`src/rtl/report_arbiter.sv`:
```
// Round-robin arbiter sharing one 24-bit report channel among N_SRC producers.
// Define REPORT_ARB_PRIO0_EN to make source 0 urgent (always wins when pending).
module report_arbiter #(
  parameter int unsigned N_SRC = 4,
  parameter int unsigned ID_W  = 8
) (
  input  logic                 clk,
  input  logic                 rst_n,
  input  logic [N_SRC*24-1:0]  src_data,
  input  logic [N_SRC-1:0]     src_wr,
  output logic [ID_W+23:0]     tx_data,
  output logic                 tx_valid,
  input  logic                 tx_ready,
  output logic [N_SRC-1:0]     overrun,
  input  logic                 clr_overrun
);

  localparam int unsigned PTR_W = (N_SRC > 1) ? $clog2(N_SRC) : 1;

  typedef enum logic {IDLE, SEND} state_t;

  state_t             state, state_next;
  logic [23:0]        slot [N_SRC];
  logic [N_SRC-1:0]   pending, pending_next;
  logic [N_SRC-1:0]   overrun_next;
  logic [N_SRC-1:0]   cand;
  logic [N_SRC-1:0]   grant_onehot;
  logic [N_SRC-1:0]   ov_set;
  logic [PTR_W-1:0]   ptr;
  logic [PTR_W-1:0]   grant_idx;
  logic               grant_found;
  logic               load;
  logic               ptr_upd;
  int unsigned        idx;

  // Grant selection: first candidate scanning upward from ptr+1, wrapping.
  always_comb begin
    cand        = pending;
    grant_found = 1'b0;
    grant_idx   = '0;
    idx         = 0;
`ifdef REPORT_ARB_PRIO0_EN
    cand[0] = 1'b0;
    if (pending[0]) begin
      grant_found = 1'b1;
    end
`endif
    for (int unsigned k = 1; k <= N_SRC; k++) begin
      idx = 32'(ptr) + k;
      if (idx >= N_SRC) idx = idx - N_SRC;
      if (!grant_found && cand[idx[PTR_W-1:0]]) begin
        grant_found = 1'b1;
        grant_idx   = idx[PTR_W-1:0];
      end
    end
  end

  always_comb begin
    state_next   = state;
    load         = 1'b0;
    case (state)
      IDLE: begin
        if (grant_found) begin
          load       = 1'b1;
          state_next = SEND;
        end
      end
      SEND: begin
        if (tx_ready) begin
          if (grant_found) load = 1'b1;
          else             state_next = IDLE;
        end
      end
      default: state_next = IDLE;
    endcase

    grant_onehot = load ? (N_SRC'(1) << grant_idx) : '0;
    // A strobe into the slot being granted re-arms it; the old word goes out.
    pending_next = (pending & ~grant_onehot) | src_wr;
    ov_set       = src_wr & pending & ~grant_onehot;
    overrun_next = (clr_overrun ? '0 : overrun) | ov_set;
`ifdef REPORT_ARB_PRIO0_EN
    ptr_upd = load && (grant_idx != '0);
`else
    ptr_upd = load;
`endif
  end

  always_ff @(posedge clk or negedge rst_n) begin
    if (!rst_n) begin
      state   <= IDLE;
      pending <= '0;
      overrun <= '0;
      ptr     <= PTR_W'(N_SRC - 1);
      tx_data <= '0;
    end else begin
      state   <= state_next;
      pending <= pending_next;
      overrun <= overrun_next;
      if (ptr_upd) ptr <= grant_idx;
      if (load)    tx_data <= {ID_W'(grant_idx), slot[grant_idx]};
    end
  end

  always_ff @(posedge clk or negedge rst_n) begin
    if (!rst_n) begin
      for (int unsigned i = 0; i < N_SRC; i++) slot[i] <= '0;
    end else begin
      for (int unsigned i = 0; i < N_SRC; i++) begin
        if (src_wr[i]) slot[i] <= src_data[24*i +: 24];
      end
    end
  end

  assign tx_valid = (state == SEND);

endmodule

```
`config.mk`:
```
export PLATFORM = sky130hd
export DESIGN_NAME = report_arbiter
export DESIGN_NICKNAME = d
export VERILOG_FILES = /design/src/rtl/report_arbiter.sv
export SDC_FILE = /design/constraint.sdc
export NUM_CORES = 1
export LEC_CHECK = 0
export ABC_AREA = 1
export CORE_UTILIZATION = 30
export CTS_BUF_LIST = sky130_fd_sc_hd__clkbuf_8
export DETAILED_ROUTE_END_ITERATION = 16
export GPL_TIMING_DRIVEN = 0
export SYNTH_ARGS = -nofsm -noshare
export SYNTH_HDL_FRONTEND = slang
export SYNTH_SLANG_ARGS = --single-unit
```
`constraint.sdc`:
```
create_clock -name clk -period 2.3 [get_ports clk]
set_input_delay 0.23 -clock clk [delete_from_list [all_inputs] [get_ports clk]]
set_output_delay 0.23 -clock clk [all_outputs]
set_load 0.02 [all_outputs]
```
Yosys cells after proc, flatten, opt, wreduce, memory -nomap -nowiden

Cells that the tools add are included.

Register bits: 133
Output and inout port bits: 37

Add/subtract/negate cells: 8
Order comparisons: 9
Shifts and indexed selects: 1
Mux-type cells: 30
Bitwise gates (word level): 8
Reductions and logical operators: 6

Operator list:

| operator                                            | number |
|---|---|
| binary-select mux 24 bit (select 2 bit)             | 1 |
| 2-to-1 mux 24 bit                                   | 2 |
| 2-to-1 mux 2 bit                                    | 8 |
| AND 4 bit                                           | 3 |
| >= comparator 3 bit, second input constant          | 4 |
| < comparator 2 x 3 -> 1 bit, second input constant  | 4 |
| 2-to-1 mux 1 bit                                    | 11 |
| binary-select mux 1 bit (select 2 bit)              | 4 |
| 2-to-1 mux 4 bit                                    | 2 |
| bitwise OR 4 bit                                    | 2 |
| subtractor 2 x 1 -> 2 bit, second input constant    | 4 |
| adder 2 x 2 -> 3 bit, second input constant         | 2 |
| adder 2 x 3 -> 4 bit, second input constant         | 1 |
| >= comparator 4 x 3 -> 1 bit, second input constant | 1 |
| NOT 4 bit                                           | 1 |
| case mux 1 bit (2 select lines)                     | 2 |
| << shifter 1 x 2 -> 4 bit, first input constant     | 1 |
| adder 2 x 1 -> 3 bit, second input constant         | 1 |
| logical AND 1 bit                                   | 3 |
| zero test 1 bit                                     | 3 |
| NOT 2 -> 3 bit                                      | 1 |
| NOT 1 bit                                           | 1 |

Logic depth before layout (Yosys ltp)

Gate-level depths: netlist (run 1).

Word-level depth: 22
Depth in mapped cells: 15
Mapped depth without buffers: 13

Worst setup path before layout (run 1)

No wires, ideal clock.

Path kind: register -> register
From: reg ptr[0]
To: reg tx_data[10]
Library setup time: 117 ps
Arrival: 1688 ps
Path slack: 495 ps
Cell stages (with the launch flop): 15
Path through: dfstp_2 buf_6 inv_4 nand2_2 nand2_2 nand2_2 nand2_2 o21bai_2 nand2_4 buf_6 buf_12 nand3_2 nand3_1 nand3_1 nand2_1

Cells in the longest elaborated chain, start to end: 19
Elaborated cells on any way between the ends: 45
Those cells by class: 8 x add/sub; 4 x order compare; 26 x mux; 1 x bitwise; 6 x reduce/logical

RTL lines:

| what                                                                    | line | source |
|---|---|---|
| from (decl)                                                             | 29   | `logic [PTR_W-1:0] ptr;` |
| from (signal assigned)                                                  | 94   | `ptr <= PTR_W'(N_SRC - 1);` |
| from (signal assigned)                                                  | 100  | `if (ptr_upd) ptr <= grant_idx;` |
| adder 2 x 1 -> 3 bit                                                    | 49   | `idx = 32'(ptr) + k;` |
| >= comparator 3 bit / subtractor 2 x 1 -> 2 bit (equally long branches) | 50   | `if (idx >= N_SRC) idx = idx - N_SRC;` |
| 2-to-1 mux 2 bit                                                        | 50   |  |
| binary-select mux 1 bit (select 2 bit)                                  | 51   | `if (!grant_found && cand[idx[PTR_W-1:0]]) begin` |
| 2-to-1 mux 1 bit (implied by the code)                                  | 51   |  |
| 2-to-1 mux 1 bit                                                        | 51   |  |
| zero test 1 bit                                                         | 51   |  |
| logical AND 1 bit                                                       | 51   |  |
| (+2 left out)                                                           | --   |  |
| logical AND 1 bit                                                       | 51   |  |
| 2-to-1 mux 1 bit                                                        | 51   |  |
| zero test 1 bit                                                         | 51   |  |
| logical AND 1 bit                                                       | 51   |  |
| 2-to-1 mux 2 bit                                                        | 51   |  |
| NOT 2 -> 3 bit (implied by the code)                                    | 101  | `if (load) tx_data <= {ID_W'(grant_idx), slot[grant_idx]};` |
| binary-select mux 24 bit (select 2 bit)                                 | 101  |  |
| 2-to-1 mux 24 bit (implied by the code) (2 in a row)                    | 101  |  |
| to (signal assigned)                                                    | 101  |  |
| to (decl)                                                               | 11   | `output logic [ID_W+23:0] tx_data,` |

Parallel ways exist; a longest one is shown, timed or not. The select of a mux whose other input is x is not followed.
A chain may end at the register's enable or synchronous reset.

Worst setup path after layout (run 1)

From: reg ptr[0]
To: reg tx_data[14]

Same word-level chain as after synthesis.

==> summary.md, run 1 <==
| Metric | Value |
|---|---|
| Post-synthesis sequential area ratio | `~54%` |
| Final WL | `18300 um` |
| Drc violations | `0` |
| CTS Buf Count | `17` |
| GRT Resource Usage Total | `18.1%` |
| RSZ-0062 raised after global routing | `false` |
| Yosys reg bits | `133` |
| PwrDens | `around 1300 nW/um2` |
| Switching power | `slightly below 5000 uW` |
| Hpwl dp | `13500 um` |
| Die Ht | `146 um` |
| Tcrit/Tclk final | `93.9%` |
| Peak VDD IR | `0.547 mV` |
| FF-to-FF setup slack | `0.14 ns` |
| Final #Nets | `1040` |
| Worst slew pin tran | `0.592 ns` |
| Count of final max-slew check failures | `0` |
| Hold_ws | `0.118 ns` |
| Crit path DAT | `roughly 2.5 ns` |
| PortBufs | `130` |
| Via count | `5524` |
| I/O Pins | `141` |
| Sum Neg Setup Slack | `0 ns` |
| F_max | `463 MHz` |
| Root Buffer | `clkbuf_8` |
| R2r startpoint | `ptr[0]` |
| Leak | `0.00410 uW` |
| Max capacitance violation total | `0` |
| Vias in the first global route | `5434` |
| Clock slew at the register clock pins of the worst setup and hold paths | `0.08 ns` |
| DR pass1 iterations | `4` |
| Gate Count Post-Synth | `between 700 and 800` |
| Clk_skew | `0.0115 ns` |
| Placed cells | `about 1200` |
| Min-delay src | `src_wr[3]` |
| Worst rel slew slack | `around three fifths` |
| First-pass GRT wire length | `29200 um` |
| Clock Path Buffers | `2` |
| Post-synthesis area per instance | `7.93 um2` |
| Layout cells sized above 1 | `a little over a tenth` |
| CP endpoint kind | `register` |
| Internal | `5760 uW` |
| Final Util | `roughly 41%` |
| Sequential Power Share | `slightly below 30%` |
| Hold Path Depth | `3` |
| Clock network power share | `15.9%` |
| CTS tree | `built` |
| Grt total ovfl | `0` |
| Total core area | `20200 um2` |
| Syn. warnings | `0` |
| Die ar. | `~21000 um2` |
| Initial antenna violation count | `1` |
| Critical Path RT | `2.64 ns` |
| Final worst path period need | `2.16 ns` |
| Combinational share of power | `54.6%` |
| Status | `finished clean` |
| Sw frac | `45.9%` |
| Antenna cells | `0` |
| Yosys cell types | `26` |
| Die width | `about 150 um` |
| R2r endpoint | `tx_data[14]` |
| Antenna Nets Post-Route | `0` |
| RD Place Congestion | `0.882` |
| CP Launch Type | `register` |
| FF-to-FF path depth | `12` |
| Worst-Skew Late Latency | `approximately 0.46 ns` |
| Final Hold Fails | `0` |
| Htree depth | `4` |
| Crit-path max FO | `10` |
| Num rows | `52` |
| Avg WL per Cell | `approximately 15 um` |
| Clock tree sinks | `133` |
| Synth-to-layout area growth | `32.8%` |
| Critical setup path kind | `register to register` |
| Initial Util | `between 30% and 40%` |
| Synth Cell Area | `between 6000 and 7000 um2` |
| Design Power | `10700 uW` |
| Hold/Removal Path Class | `input pin to register` |
| Final setup violation count | `0` |
| 1st-iter DRT viols | `325` |
| Largest net degree at the start of global routing | `94` |
| Avg Vias per Cell | `4.54` |
| Final std cells w/o fill | `1217` |
| Hold Path End | `slot[0]` |
cells by family after synthesis:
family                 Yosys count  share of synthesized area [%]
AO/OA/AOI/OAI                    8                          0.748
buffers and inverters           65                           5.90
flip-flops                     133                           53.8
other                            1                         0.0606
AND/OR/NAND/NOR                573                           39.5
cell usage after synthesis:
cell | instances | area [um2]
buf_2 | 10 | 50.1
nand2_4 | 2 | 22.5
nor2_1 | 1 | 3.75
o21bai_2 | 1 | 11.3
inv_4 | 1 | 6.26
clkinv_1 | 2 | 7.51
nand2_1 | 427 | 1600
conb_1 | 1 | 3.75
nand3_2 | 11 | 110
dfstp_2 | 2 | 52.6
o21ai_1 | 3 | 15.0
dfrtp_1 | 131 | 3280
clkbuf_1 | 22 | 82.6
nand4_4 | 1 | 21.3
inv_1 | 5 | 18.8
nand2_2 | 11 | 68.8
nand4_1 | 4 | 25.0
buf_4 | 12 | 90.1
nand3_1 | 114 | 571
o21ai_0 | 4 | 20.0
buf_1 | 1 | 3.75
nor2_4 | 1 | 11.3
nor2_2 | 1 | 6.26
buf_6 | 6 | 67.6
inv_2 | 5 | 18.8
buf_12 | 1 | 20.0
layout by cell type (no fill, tap or decap), drive strengths merged:
cell type	n
nand2	440
dfrtp	131
clkdlybuf4s50	129
nand3	125
clkbuf	41
buf	32
inv	12
clkinv	8
o21ai	7
conb	6
nand4	5
clkinvlp	4
nor2	3
dfstp	2
o21bai	1
dlygate4sd3	1
area by class of cell:
cell class | instances | area [um2]
inverter | 13 | 51.3
tap | 270 | 338
multi-input combinational | 587 | 2520
sequential | 133 | 3330
fill | 2087 | 12000
clock buffer | 19 | 262
clock inverter | 11 | 63.8
buffer | 52 | 318
timing repair buffer | 132 | 1340
registers in the layout, indices dropped and copies added (netlist names):
name,flops
tx_data,26
slot,96
tx_valid,1
ptr,2
overrun,4
cand,4
worst max path at each step:
stage	cells after the start	startpoint	to	slack (ns)
3_3_place_gp	1	rst_n	tx_valid	-4.44
5_1_grt	12	ptr[0]	tx_data[14]	0.03
4_1_cts	12	ptr[0]	tx_data[14]	0.13
3_5_place_dp	12	ptr[0]	tx_data[14]	0.13
2_1_floorplan	14	ptr[0]	tx_data[10]	0.49
6_report	12	ptr[0]	tx_data[14]	0.14
power by group through the flow:
stage | registers [uW] | clock network (uW) | logic [uW]
6_report | 3150 | 1690 | 5820
5_1_grt | 3200 | 1850 | 6390
4_1_cts | 3140 | 1730 | 5850
3_5_place_dp | 3170 | 0 | 5820
3_3_place_gp | 3180 | 0 | 5760
2_1_floorplan | 3420 | 0 | 3500
repair_timing:
item	CTS	global route
gates resized for setup	0	7
buffers inserted	0	0
endpoints found under the setup margin	0	12
endpoints found under the hold margin	40	0
hold buffers	1	0
metrics by stage:
| step | setup slack [ns] | area, um2 |
|---|---|---|
| after global placement | -4.44 | 7850 |
| after global routing | 0.0256 | 8220 |
| final | 0.141 | 8220 |
| after detailed placement | 0.132 | 7880 |
| after floorplan | 0.495 | 6210 |
| after CTS | 0.126 | 8210 |
metal layers:
layer / vias to the layer above / GRT usage, % / share of wire, %
li1: 2750 / - / -
met5: - / 0 / 0
met3: 28 / 4.45 / 5.1
met1: 2585 / 23.8 / 46
met4: 0 / 6.68 / 2.1
met2: 161 / 29.0 / 47
worst max-delay path, cell delays in order, from the launching register on:
cell	delay [ns]
dfstp_2	0.53
buf_6	0.14
inv_4	0.07
nand2_2	0.06
nand2_2	0.09
nor2_4	0.16
nand4_1	0.23
nand2_4	0.22
inv_2	0.07
buf_6	0.15
buf_6	0.14
nand3_1	0.11
nand2_1	0.06
(Power assumes the default switching activity.)
==> inputs of run 2 (changes only) <==
--- a/config.mk
+++ b/config.mk
@@ -10,6 +10,7 @@
 export CTS_BUF_LIST = sky130_fd_sc_hd__clkbuf_8
 export DETAILED_ROUTE_END_ITERATION = 16
 export GPL_TIMING_DRIVEN = 0
+export HOLD_SLACK_MARGIN = 0.03
 export SYNTH_ARGS = -nofsm -noshare
 export SYNTH_HDL_FRONTEND = slang
 export SYNTH_SLANG_ARGS = --single-unit
==> results of run 2 <==
The final DEF is identical to that of run 1; final timing and power are the same.
